### config.mk
export PLATFORM = sky130hd
export DESIGN_NAME = pll_phase_ctrl
export DESIGN_NICKNAME = d
export VERILOG_FILES = /design/src/rtl/pll_ctrl_pkg.sv /design/src/rtl/pll_lock_qual.sv /design/src/rtl/pll_phase_ctrl.sv
export SDC_FILE = /design/constraint.sdc
export NUM_CORES = 1
export LEC_CHECK = 0
export BUFFER_PORTS_ARGS = -buffer_cell sky130_fd_sc_hd__clkbuf_2
export CAP_MARGIN = 20
export CORE_ASPECT_RATIO = 1.1
export CORE_UTILIZATION = 25
export CTS_BUF_LIST = sky130_fd_sc_hd__clkbuf_16
export DETAILED_ROUTE_END_ITERATION = 10
export SLEW_MARGIN = 20
export SYNTH_ARGS = -nofsm -noshare
export SYNTH_HDL_FRONTEND = slang
export SYNTH_SLANG_ARGS = --single-unit
### constraint.sdc
create_clock -name clk_i -period 9.15 [get_ports clk_i]
set_input_delay 1.83 -clock clk_i [delete_from_list [all_inputs] [get_ports clk_i]]
set_output_delay 1.83 -clock clk_i [all_outputs]
set_load 0.01 [all_outputs]
### src/rtl/pll_ctrl_pkg.sv
// Shared types and constants for the PLL dynamic-phase sequencer.
package pll_ctrl_pkg;

  typedef enum logic [2:0] {
    WAIT_LOCK,
    IDLE,
    SETUP,
    PULSE,
    GAP,
    DONE
  } state_t;

  localparam logic OP_STEP   = 1'b0;
  localparam logic OP_RELOAD = 1'b1;

  localparam logic [1:0] OUT_CLKOP  = 2'd0;
  localparam logic [1:0] OUT_CLKOS  = 2'd1;
  localparam logic [1:0] OUT_CLKOS2 = 2'd2;
  localparam logic [1:0] OUT_CLKOS3 = 2'd3;

  localparam int TMR_W = 16;

endpackage

### src/rtl/pll_lock_qual.sv
// Synchronises the PLL LOCK and qualifies it with a consecutive-high stability count.
module pll_lock_qual #(
  parameter int LOCK_CYC = 1024
) (
  input  logic clk_i,
  input  logic reset_n,
  input  logic pll_locked,
  output logic lock_ok
);

  localparam int CNT_W = $clog2(LOCK_CYC + 1);
  localparam logic [CNT_W-1:0] CNT_MAX = CNT_W'(LOCK_CYC);

  logic             lock_p0;
  logic             lock_p1;
  logic [CNT_W-1:0] cnt;

  always_ff @(posedge clk_i or negedge reset_n) begin
    if (!reset_n) begin
      lock_p0 <= 1'b0;
      lock_p1 <= 1'b0;
      cnt     <= '0;
    end else begin
      lock_p0 <= pll_locked;
      lock_p1 <= lock_p0;
      if (!lock_p1)
        cnt <= '0;
      else if (cnt != CNT_MAX)
        cnt <= cnt + 1'b1;
    end
  end

  // Gating with lock_p1 drops lock_ok in the very cycle the synchronised lock goes low.
  assign lock_ok = lock_p1 && (cnt == CNT_MAX);

endmodule

### src/rtl/pll_phase_ctrl.sv
// Turns host phase-adjust requests into timed PHASESEL/DIR/STEP/LOADREG activity
// and tracks the accumulated step position of each PLL output.
module pll_phase_ctrl
  import pll_ctrl_pkg::*;
#(
  parameter int SETUP_CYC = 2,
  parameter int PULSE_CYC = 4,
  parameter int GAP_CYC   = 4,
  parameter int LOCK_CYC  = 1024,
  parameter int STEP_W    = 8,
  parameter int POS_W     = 10
) (
  input  logic                clk_i,
  input  logic                reset_n,
  input  logic                req_valid,
  output logic                req_ready,
  input  logic                req_op,
  input  logic [1:0]          req_sel,
  input  logic                req_dir,
  input  logic [STEP_W-1:0]   req_steps,
  input  logic                pll_locked,
  output logic [1:0]          phasesel,
  output logic                phasedir,
  output logic                phasestep,
  output logic                phaseloadreg,
  output logic                lock_ok,
  output logic                busy,
  output logic                done,
  output logic                err_lock,
  input  logic                err_clr,
  output logic [4*POS_W-1:0]  pos_o
);

  localparam logic [TMR_W-1:0] SETUP_LAST = TMR_W'(SETUP_CYC - 1);
  localparam logic [TMR_W-1:0] PULSE_LAST = TMR_W'(PULSE_CYC - 1);
  localparam logic [TMR_W-1:0] GAP_LAST   = TMR_W'(GAP_CYC - 1);

  state_t            state;
  logic              op_q;
  logic [STEP_W-1:0] rem;
  logic [TMR_W-1:0]  tmr;
  logic [POS_W-1:0]  pos [4];

  function automatic logic [POS_W-1:0] step_pos(input logic [POS_W-1:0] p, input logic retard);
    return retard ? p - 1'b1 : p + 1'b1;
  endfunction

  pll_lock_qual #(.LOCK_CYC(LOCK_CYC)) u_lock_qual (
    .clk_i      (clk_i),
    .reset_n    (reset_n),
    .pll_locked (pll_locked),
    .lock_ok    (lock_ok)
  );

  assign req_ready = lock_ok && (state == IDLE);

  for (genvar g = 0; g < 4; g++) begin : g_pos
    assign pos_o[g*POS_W +: POS_W] = pos[g];
  end

  always_ff @(posedge clk_i or negedge reset_n) begin
    if (!reset_n) begin
      state        <= WAIT_LOCK;
      op_q         <= OP_STEP;
      rem          <= '0;
      tmr          <= '0;
      phasesel     <= OUT_CLKOP;
      phasedir     <= 1'b0;
      phasestep    <= 1'b0;
      phaseloadreg <= 1'b0;
      busy         <= 1'b0;
      done         <= 1'b0;
      err_lock     <= 1'b0;
      for (int i = 0; i < 4; i++) pos[i] <= '0;
    end else begin
      done <= 1'b0;
      if (err_clr) err_lock <= 1'b0;
      case (state)
        WAIT_LOCK: if (lock_ok) state <= IDLE;
        IDLE: begin
          if (!lock_ok) begin
            state <= WAIT_LOCK;
          end else if (req_valid) begin
            op_q     <= req_op;
            rem      <= req_steps;
            phasesel <= req_sel;
            phasedir <= req_dir;
            tmr      <= '0;
            busy     <= 1'b1;
            state    <= SETUP;
          end
        end
        SETUP, PULSE, GAP: begin
          if (!lock_ok) begin
            // Abort: remaining steps are discarded, counted positions stay.
            phasestep    <= 1'b0;
            phaseloadreg <= 1'b0;
            busy         <= 1'b0;
            err_lock     <= 1'b1;
            state        <= WAIT_LOCK;
          end else begin
            tmr <= tmr + 1'b1;
            case (state)
              SETUP: if (tmr == SETUP_LAST) begin
                tmr <= '0;
                if (op_q == OP_STEP && rem == '0) begin
                  done  <= 1'b1;
                  busy  <= 1'b0;
                  state <= DONE;
                end else begin
                  phasestep    <= (op_q == OP_STEP);
                  phaseloadreg <= (op_q == OP_RELOAD);
                  state        <= PULSE;
                end
              end
              PULSE: if (tmr == PULSE_LAST) begin
                tmr          <= '0;
                phasestep    <= 1'b0;
                phaseloadreg <= 1'b0;
                state        <= GAP;
                if (op_q == OP_STEP) begin
                  pos[phasesel] <= step_pos(pos[phasesel], phasedir);
                  rem           <= rem - 1'b1;
                end else begin
                  pos[phasesel] <= '0;
                end
              end
              GAP: if (tmr == GAP_LAST) begin
                tmr <= '0;
                if (op_q == OP_STEP && rem != '0) begin
                  phasestep <= 1'b1;
                  state     <= PULSE;
                end else begin
                  done  <= 1'b1;
                  busy  <= 1'b0;
                  state <= DONE;
                end
              end
              default: ;
            endcase
          end
        end
        DONE:    state <= IDLE;
        default: state <= WAIT_LOCK;
      endcase
    end
  end

endmodule
==> summary.txt, run 1 <==
PortBufs: 66
post-cts gate resize count: 0
hold path start: u_lock_qual.lock_p0
Reg2Reg Launch Point: phasesel[0]
multi-input logic area: 2640 um^2
crit path capture type: output pin
average cell area after synthesis: 9.46 um^2
Core Area: 19,800 um^2
FF-to-FF setup slack: 5.88 ns
fillers: 2,056
Setup Crit Path Kind: register to output pin
P_leak: 2.61 nW
post-route DRC violation count: 0
NumNets Final: 618
placed cell areas: 5580 um^2
storage element area: 2230 um^2
reg-to-reg critical path endpoint: pos_o[18]
CTS tree: built
slowest cell delay on critical path: 0.43 ns
clk slew on worst S/H paths: 0.07 ns
initial antenna violation count: 0
Worst VDD drop: 0.0000815 V
status: completed
Worst EP required: 7.32 ns
total number of yosys warnings: 0
Critical Path, Cell by Cell: inv_1 -> ha_1 -> and4bb_2 -> nand3_2 -> inv_1 -> clkbuf_2
RSZ-0062 raised after global routing: false
Syn Nets: 563
total chip power: 0.799 mW
Critical Path AT: 2.13 ns
total number of vias: 4,138
register area share after synthesis: 0.442
Congestion Overflow GR: 0
CP most frequent cell: inv_1
Final setup viols: 0
pwr dens: 136 nW/um^2
cells after synthesis: 532
Hold WS: 0.352 ns
vias in the first global route: 3,934
Num CTS Buffers: 9
Area contributors post-synth: dfrtp_1, o21ai_0, nand2_1
Final Skew: 0.0113 ns
CTS Sinks: 89
CP top delay family: buffers and inverters
minimum clock period: 3.96 ns
clk root buf: clkbuf_16
FP Rows: 54
synth-to-layout area growth: 16.8%
# Post-CTS Setup Buffers: 0
max-cap violations: 0
HP Class: register to register
Unique masters post-synth: 65
WP buf/inv: 3
Die H: 151 um
io pins: 67
critical path's slowest cell: dfrtp_1
measured slew at the worst slew-check pin: 0.974 ns
largest net degree at the start of global routing: 75
Routed WL per cell: 15.2 um
initial core utilization: 0.254
Final period util: 0.433
fin area: 5880 um^2
GRT Resource Usage Total: 0.129
synthesized area: 5030 um^2
Synth Register Bits: 89
crit path launch type: register
area leader, netlist: dfrtp_1
Hold-fix buffers, CTS: 0
FMAX: 0.252 GHz
setup tns final: 0 ns
DP Worst Slack: 5.55 ns
setup ws final: 5.19 ns
Max Slew Vio Count: 0
ys flop type: dfrtp_1
reg2reg path depth: 8
Post-synth EDFFs: 0
chip width: 137 um
antenna viol nets, final: 0
hpwl dp: 9220 um
share of the synthesized area in the top cell type: 0.442
share of flip-flops with an asynchronous set or reset: 1.00
CTS H-tree depth: 3
Hold Path Depth: 0
commonest cells after routing, fill and taps aside: dfrtp_1, nand2_1, o21ai_0, clkbuf_2, a21oi_1
routed wire length: 12,800 um
share of cells above drive strength 1: 0.193
CP Max Fanout: 15
drt first pass iters: 4
global-route wire length before repair: 20,600 um
Final Hold Fails: 0
gpl congestion: 0.862
DRT iter0 DRCs: 268
Worst slew margin: 0.351
clk_lat worst skew: 0.35 ns
ANT cells: 0
most common cell after layout, fill and taps aside: dfrtp_1
Clock Tree Buf Depth: 2
Worst Hold Path EP: u_lock_qual.lock_p1
die area: 20,700 um^2
Vias/cell: 4.90
worst register-to-register path, delay by kind of cell (launching register included):
| kind | cells | cell delay [ns] |
|---|---|---|
| AOI/OAI and AO/OA | 4 | 0.89 |
| xor gates and xnor gates | 1 | 0.15 |
| adders and majority gates | 1 | 0.44 |
| DFF | 1 | 0.93 |
| muxes | 1 | 0.66 |
| and+or+nand+nor | 1 | 0.11 |
final cells by class:
cell class              instances  share of cell area
clock inverters                 7              0.0130
well taps                     252              0.0536
flip-flops and latches         89               0.379
repair buffers                 67              0.0579
multi-input cells             404               0.448
inverters                      16              0.0102
clock buffers                   9              0.0383
through the flow:
step | utilization | instances
3_5_place_dp | 0.282 | 828
2_1_floorplan | - | 532
4_1_cts | 0.297 | 844
3_3_place_gp | 0.282 | 828
5_1_grt | 0.297 | 844
6_report | 0.297 | 844
cell families (layout without fill, tap and decap cells):
group / Yosys count / count (layout) / share of synthesized area
multiplexers: 17 / 17 / 0.0599
XOR/XNOR: 16 / 16 / 0.0278
buffers and inverters: 39 / 99 / 0.0338
AND/OR/NAND/NOR: 203 / 203 / 0.217
flip-flops: 89 / 89 / 0.442
adder cells (fa/ha/maj): 14 / 14 / 0.0363
AO/OA/AOI/OAI: 154 / 154 / 0.182
worst max-delay path by stage:
stage / from / to / slack, ns / depth (start not counted)
finish: u_lock_qual.cnt[0] / lock_ok / 5.19 / 6
CTS: u_lock_qual.cnt[0] / lock_ok / 5.16 / 6
detailed placement: u_lock_qual.cnt[0] / lock_ok / 5.55 / 6
global placement: u_lock_qual.cnt[0] / lock_ok / 5.60 / 6
floorplan: u_lock_qual.cnt[0] / req_ready / 5.81 / 6
global route: u_lock_qual.cnt[0] / lock_ok / 5.05 / 6
routing by layer:
metal  vias up  wire, um  GRT usage
met1      1995      5920      0.164
met4         0       146     0.0385
li1       2034         -          -
met5         -         0          0
met3        11       501     0.0238
met2        98      6280      0.220
where the power goes:
group / switching, mW / internal (mW) / leakage, nW
clock network: 0.167 / 0.215 / 0.145
registers: 0.00300 / 0.395 / 1.21
logic: 0.0130 / 0.00636 / 1.25
sequential cells by signal, summed over array words and instances (netlist names):
signal               flops
pos_o                   40
tmr                     16
u_lock_qual.cnt         11
rem                      8
state                    3
phasesel                 2
busy                     1
done                     1
err_lock                 1
op_q                     1
phasedir                 1
phaseloadreg             1
phasestep                1
u_lock_qual.lock_p0      1
u_lock_qual.lock_p1      1
synth_stat cells (6+ instances only):
cell / number
a21oi_1: 33
nand2_1: 77
dfrtp_1: 89
and2_1: 10
nor2_1: 26
and3_1: 9
xnor2_1: 11
a21o_1: 7
buf_2: 7
mux4_2: 10
nor3_1: 7
nand4_1: 8
clkbuf_1: 12
inv_1: 16
o21ai_0: 71
nand3_1: 23
ha_1: 13
or3_1: 6
Power figures use the tool's default switching activity.
==> inputs of run 2 (changes only) <==
ABC_AREA = 1   (was not set)
clock period = 3.7 ns   (was 9.15 ns; I/O delays follow)
==> summary.txt, run 2 <==
status: completed (unchanged)
share of flip-flops with an asynchronous set or reset: 1.00 (unchanged)
register area share after synthesis: 0.414 (was 0.442)
Hold-fix buffers, CTS: 0 (unchanged)
Post-synth EDFFs: 0 (unchanged)
switching share of power: 0.246 (was 0.229)
Num CTS Buffers: 9 (unchanged)
initial antenna violation count: 0 (unchanged)
CP Max Fanout: 10 (was 15)
placed cell areas: 6030 um^2 (was 5580 um^2)
io pins: 67 (unchanged)
M3 GR Usage: 0.0328 (was 0.0238)
GRT Resource Usage Total: 0.138 (was 0.129)
hpwl dp: 10,900 um (was 9220 um)
DRT iter0 DRCs: 372 (was 268)
share of the synthesized area in the top cell type: 0.414 (was 0.442)
Unique masters post-synth: 36 (was 65)
setup tns final: 0 ns (unchanged)
FP Rows: 55 (was 54)
largest net degree at the start of global routing: 51 (was 75)
Worst EP required: 3.99 ns (was 7.32 ns)
chip width: 142 um (was 137 um)
busiest grt layer: met2 (unchanged)
synth-to-layout area growth: 17.2% (was 16.8%)
Post-Place Cells: 1,083 (was 828)
average cell area after synthesis: 7.25 um^2 (was 9.46 um^2)
drt first pass iters: 5 (was 4)
ANT cells: 0 (unchanged)
Clk network pwr share: 0.447 (was 0.478)
crit path launch type: register (unchanged)
NetSw: 0.482 mW (was 0.183 mW)
Setup Crit Path Kind: register to register (was register to output pin)
clk_lat worst skew: 0.36 ns (was 0.35 ns)
Clock Tree Buf Depth: 2 (unchanged)
CTS tree: built (unchanged)
minimum clock period: 2.92 ns
hold path start: u_lock_qual.lock_p0 (unchanged)
CTS Sinks: 89 (unchanged)
Final setup viols: 0 (unchanged)
synthesized area: 5380 um^2 (was 5030 um^2)
Core Area: 20,900 um^2 (was 19,800 um^2)
total number of yosys warnings: 0 (unchanged)
pwr dens: 310 nW/um^2 (was 136 nW/um^2)
routed wire length: 14,700 um (was 12,800 um)
Combinational Power Share: 0.042 (was 0.024)
Area contributors post-synth: dfrtp_1, nand2_1, inv_1 (was dfrtp_1, o21ai_0, nand2_1)
RSZ-0062 raised after global routing: false (unchanged)
Synth Register Bits: 89 (unchanged)
antenna viol nets, final: 0 (unchanged)
initial core utilization: 0.258 (was 0.254)
Syn Nets: 773 (was 563)
total number of vias: 5,058 (was 4,138)
post-cts gate resize count: 0 (unchanged)
DP Worst Slack: 0.835 ns (was 5.55 ns)
Critical Path AT: 3.22 ns (was 2.13 ns)
crit path capture type: register (was output pin)
CTS H-tree depth: 3 (unchanged)
measured slew at the worst slew-check pin: 0.659 ns (was 0.974 ns)
HP Class: register to register (unchanged)
Vias/cell: 4.60 (was 4.90)
vias in the first global route: 4,703 (was 3,934)
clk slew on worst S/H paths: 0.07 ns (about the same)
max reg flops: 40 (unchanged)
Routed WL per cell: 13.3 um (was 15.2 um)
Die H: 156 um (was 151 um)
Final Skew: 0.00997 ns (was 0.0113 ns)
gpl congestion: 0.909 (was 0.862)
# Post-CTS Setup Buffers: 0 (unchanged)
Reg2Reg Launch Point: phasesel[1] (was phasesel[0])
CP startpoint: phasesel[1] (was u_lock_qual.cnt[0])
ys flop type: dfrtp_1 (unchanged)
Final period util: 0.790
Max Slew Vio Count: 0 (unchanged)
die area: 22,100 um^2 (was 20,700 um^2)
Worst VDD drop: 0.000213 V (was 0.0000815 V)
total chip power: 1.96 mW (was 0.799 mW)
FMAX: 0.342 GHz
P_leak: 3.19 nW (was 2.61 nW)
Cell Count, Final, Fillers Out: 1,099 (was 844)
Final Hold Fails: 0 (unchanged)
area leader, netlist: dfrtp_1 (unchanged)
setup ws final: 0.777 ns (was 5.19 ns)
GR Layer Usage met2: 0.232 (was 0.220)
global routing usage on met1: 0.176 (was 0.164)
max-cap violations: 0 (unchanged)
share of cells above drive strength 1: 0.161 (was 0.193)
most common library cells after synthesis: nand2_1, dfrtp_1, inv_1, nor2_1, nand3_1 (was dfrtp_1, nand2_1, o21ai_0, a21oi_1, nor2_1)
sequential share of power: 0.511 (was 0.498)
PortBufs: 66 (unchanged)
Congestion Overflow GR: 0 (unchanged)
most frequent cell after synthesis: nand2_1 (was dfrtp_1)
commonest cells after routing, fill and taps aside: nand2_1, dfrtp_1, inv_1, nor2_1, clkbuf_2 (was dfrtp_1, nand2_1, o21ai_0, clkbuf_2, a21oi_1)
NumNets Final: 840 (was 618)
Worst slew margin: 0.561 (was 0.351)
most common cell after layout, fill and taps aside: nand2_1 (was dfrtp_1)
clk root buf: clkbuf_16 (unchanged)
global-route wire length before repair: 24,000 um (was 20,600 um)
post-route DRC violation count: 0 (unchanged)
Pint: 1.48 mW (was 0.616 mW)
fin area: 6310 um^2 (was 5880 um^2)
cells after synthesis: 742 (was 532)
==> run 2: final timing paths <==
kind	end	cells after the start	slack, ns
max	pos_o[18]	14	0.78
min	u_lock_qual.lock_p1	0	0.35
max reg2reg	pos_o[18]	14	0.78
min reg2reg	u_lock_qual.lock_p1	0	0.35
max in group asynchronous	pos_o[36]	2	2.54
min in group asynchronous	tmr[12]	1	0.41
==> run 2: area by class of cell <==
type / count / area [um^2]
clock buffers: 9 / 225
clock inverters: 7 / 52.6
fillers: 2268 / 14500
inverters: 108 / 405
multi-input cells: 531 / 2680
flip-flops and latches: 89 / 2230
well taps: 285 / 357
repair buffers: 70 / 363
==> run 2: logic make-up after synthesis <==
logic type | Yosys count | share of synthesized area
buf+inv | 122 | 0.0883
xor+xnor | 12 | 0.0195
mux | 2 | 0.00372
flops | 89 | 0.414
compound gates | 119 | 0.130
fa+ha+maj | 14 | 0.0339
simple gates | 384 | 0.310
==> run 2: worst max-delay path, cell delays in order (launching register included) <==
cell and delay [ns]:
dfrtp_1 0.45, inv_1 0.10, nand2_1 0.09, clkinv_1 0.32, a22oi_1 0.25, o221ai_1 0.15
ha_1 0.37, inv_1 0.08, o21ai_0 0.30, a31oi_1 0.16, nand3_1 0.10, nand2_1 0.05
nor2_1 0.27, nand2_1 0.10, nand2_1 0.07
==> run 2: power by group through the flow <==
stage / Sequential [mW] / Clock, mW / Combinational, mW
after floorplan: 1.01 / 0 / 0.0452
after global placement: 1.02 / 0 / 0.0833
after detailed placement: 1.02 / 0 / 0.0849
after CTS: 0.999 / 0.905 / 0.0849
after global routing: 1.00 / 0.936 / 0.0968
final: 1.00 / 0.876 / 0.0822
==> run 2: routing by layer <==
layer  vias up  share of wire
met1      2374           0.45
met4         0          0.011
li1       2553              -
met3        16          0.054
met5         -              0
met2       115           0.48
==> run 2: per-stage QoR <==
stage | util | hold WS (ns)
finish | 0.303 | 0.348
floorplan | - | 0.331
global placement | 0.289 | 0.338
CTS | 0.303 | 0.350
detailed placement | 0.289 | 0.335
global route | 0.303 | 0.371
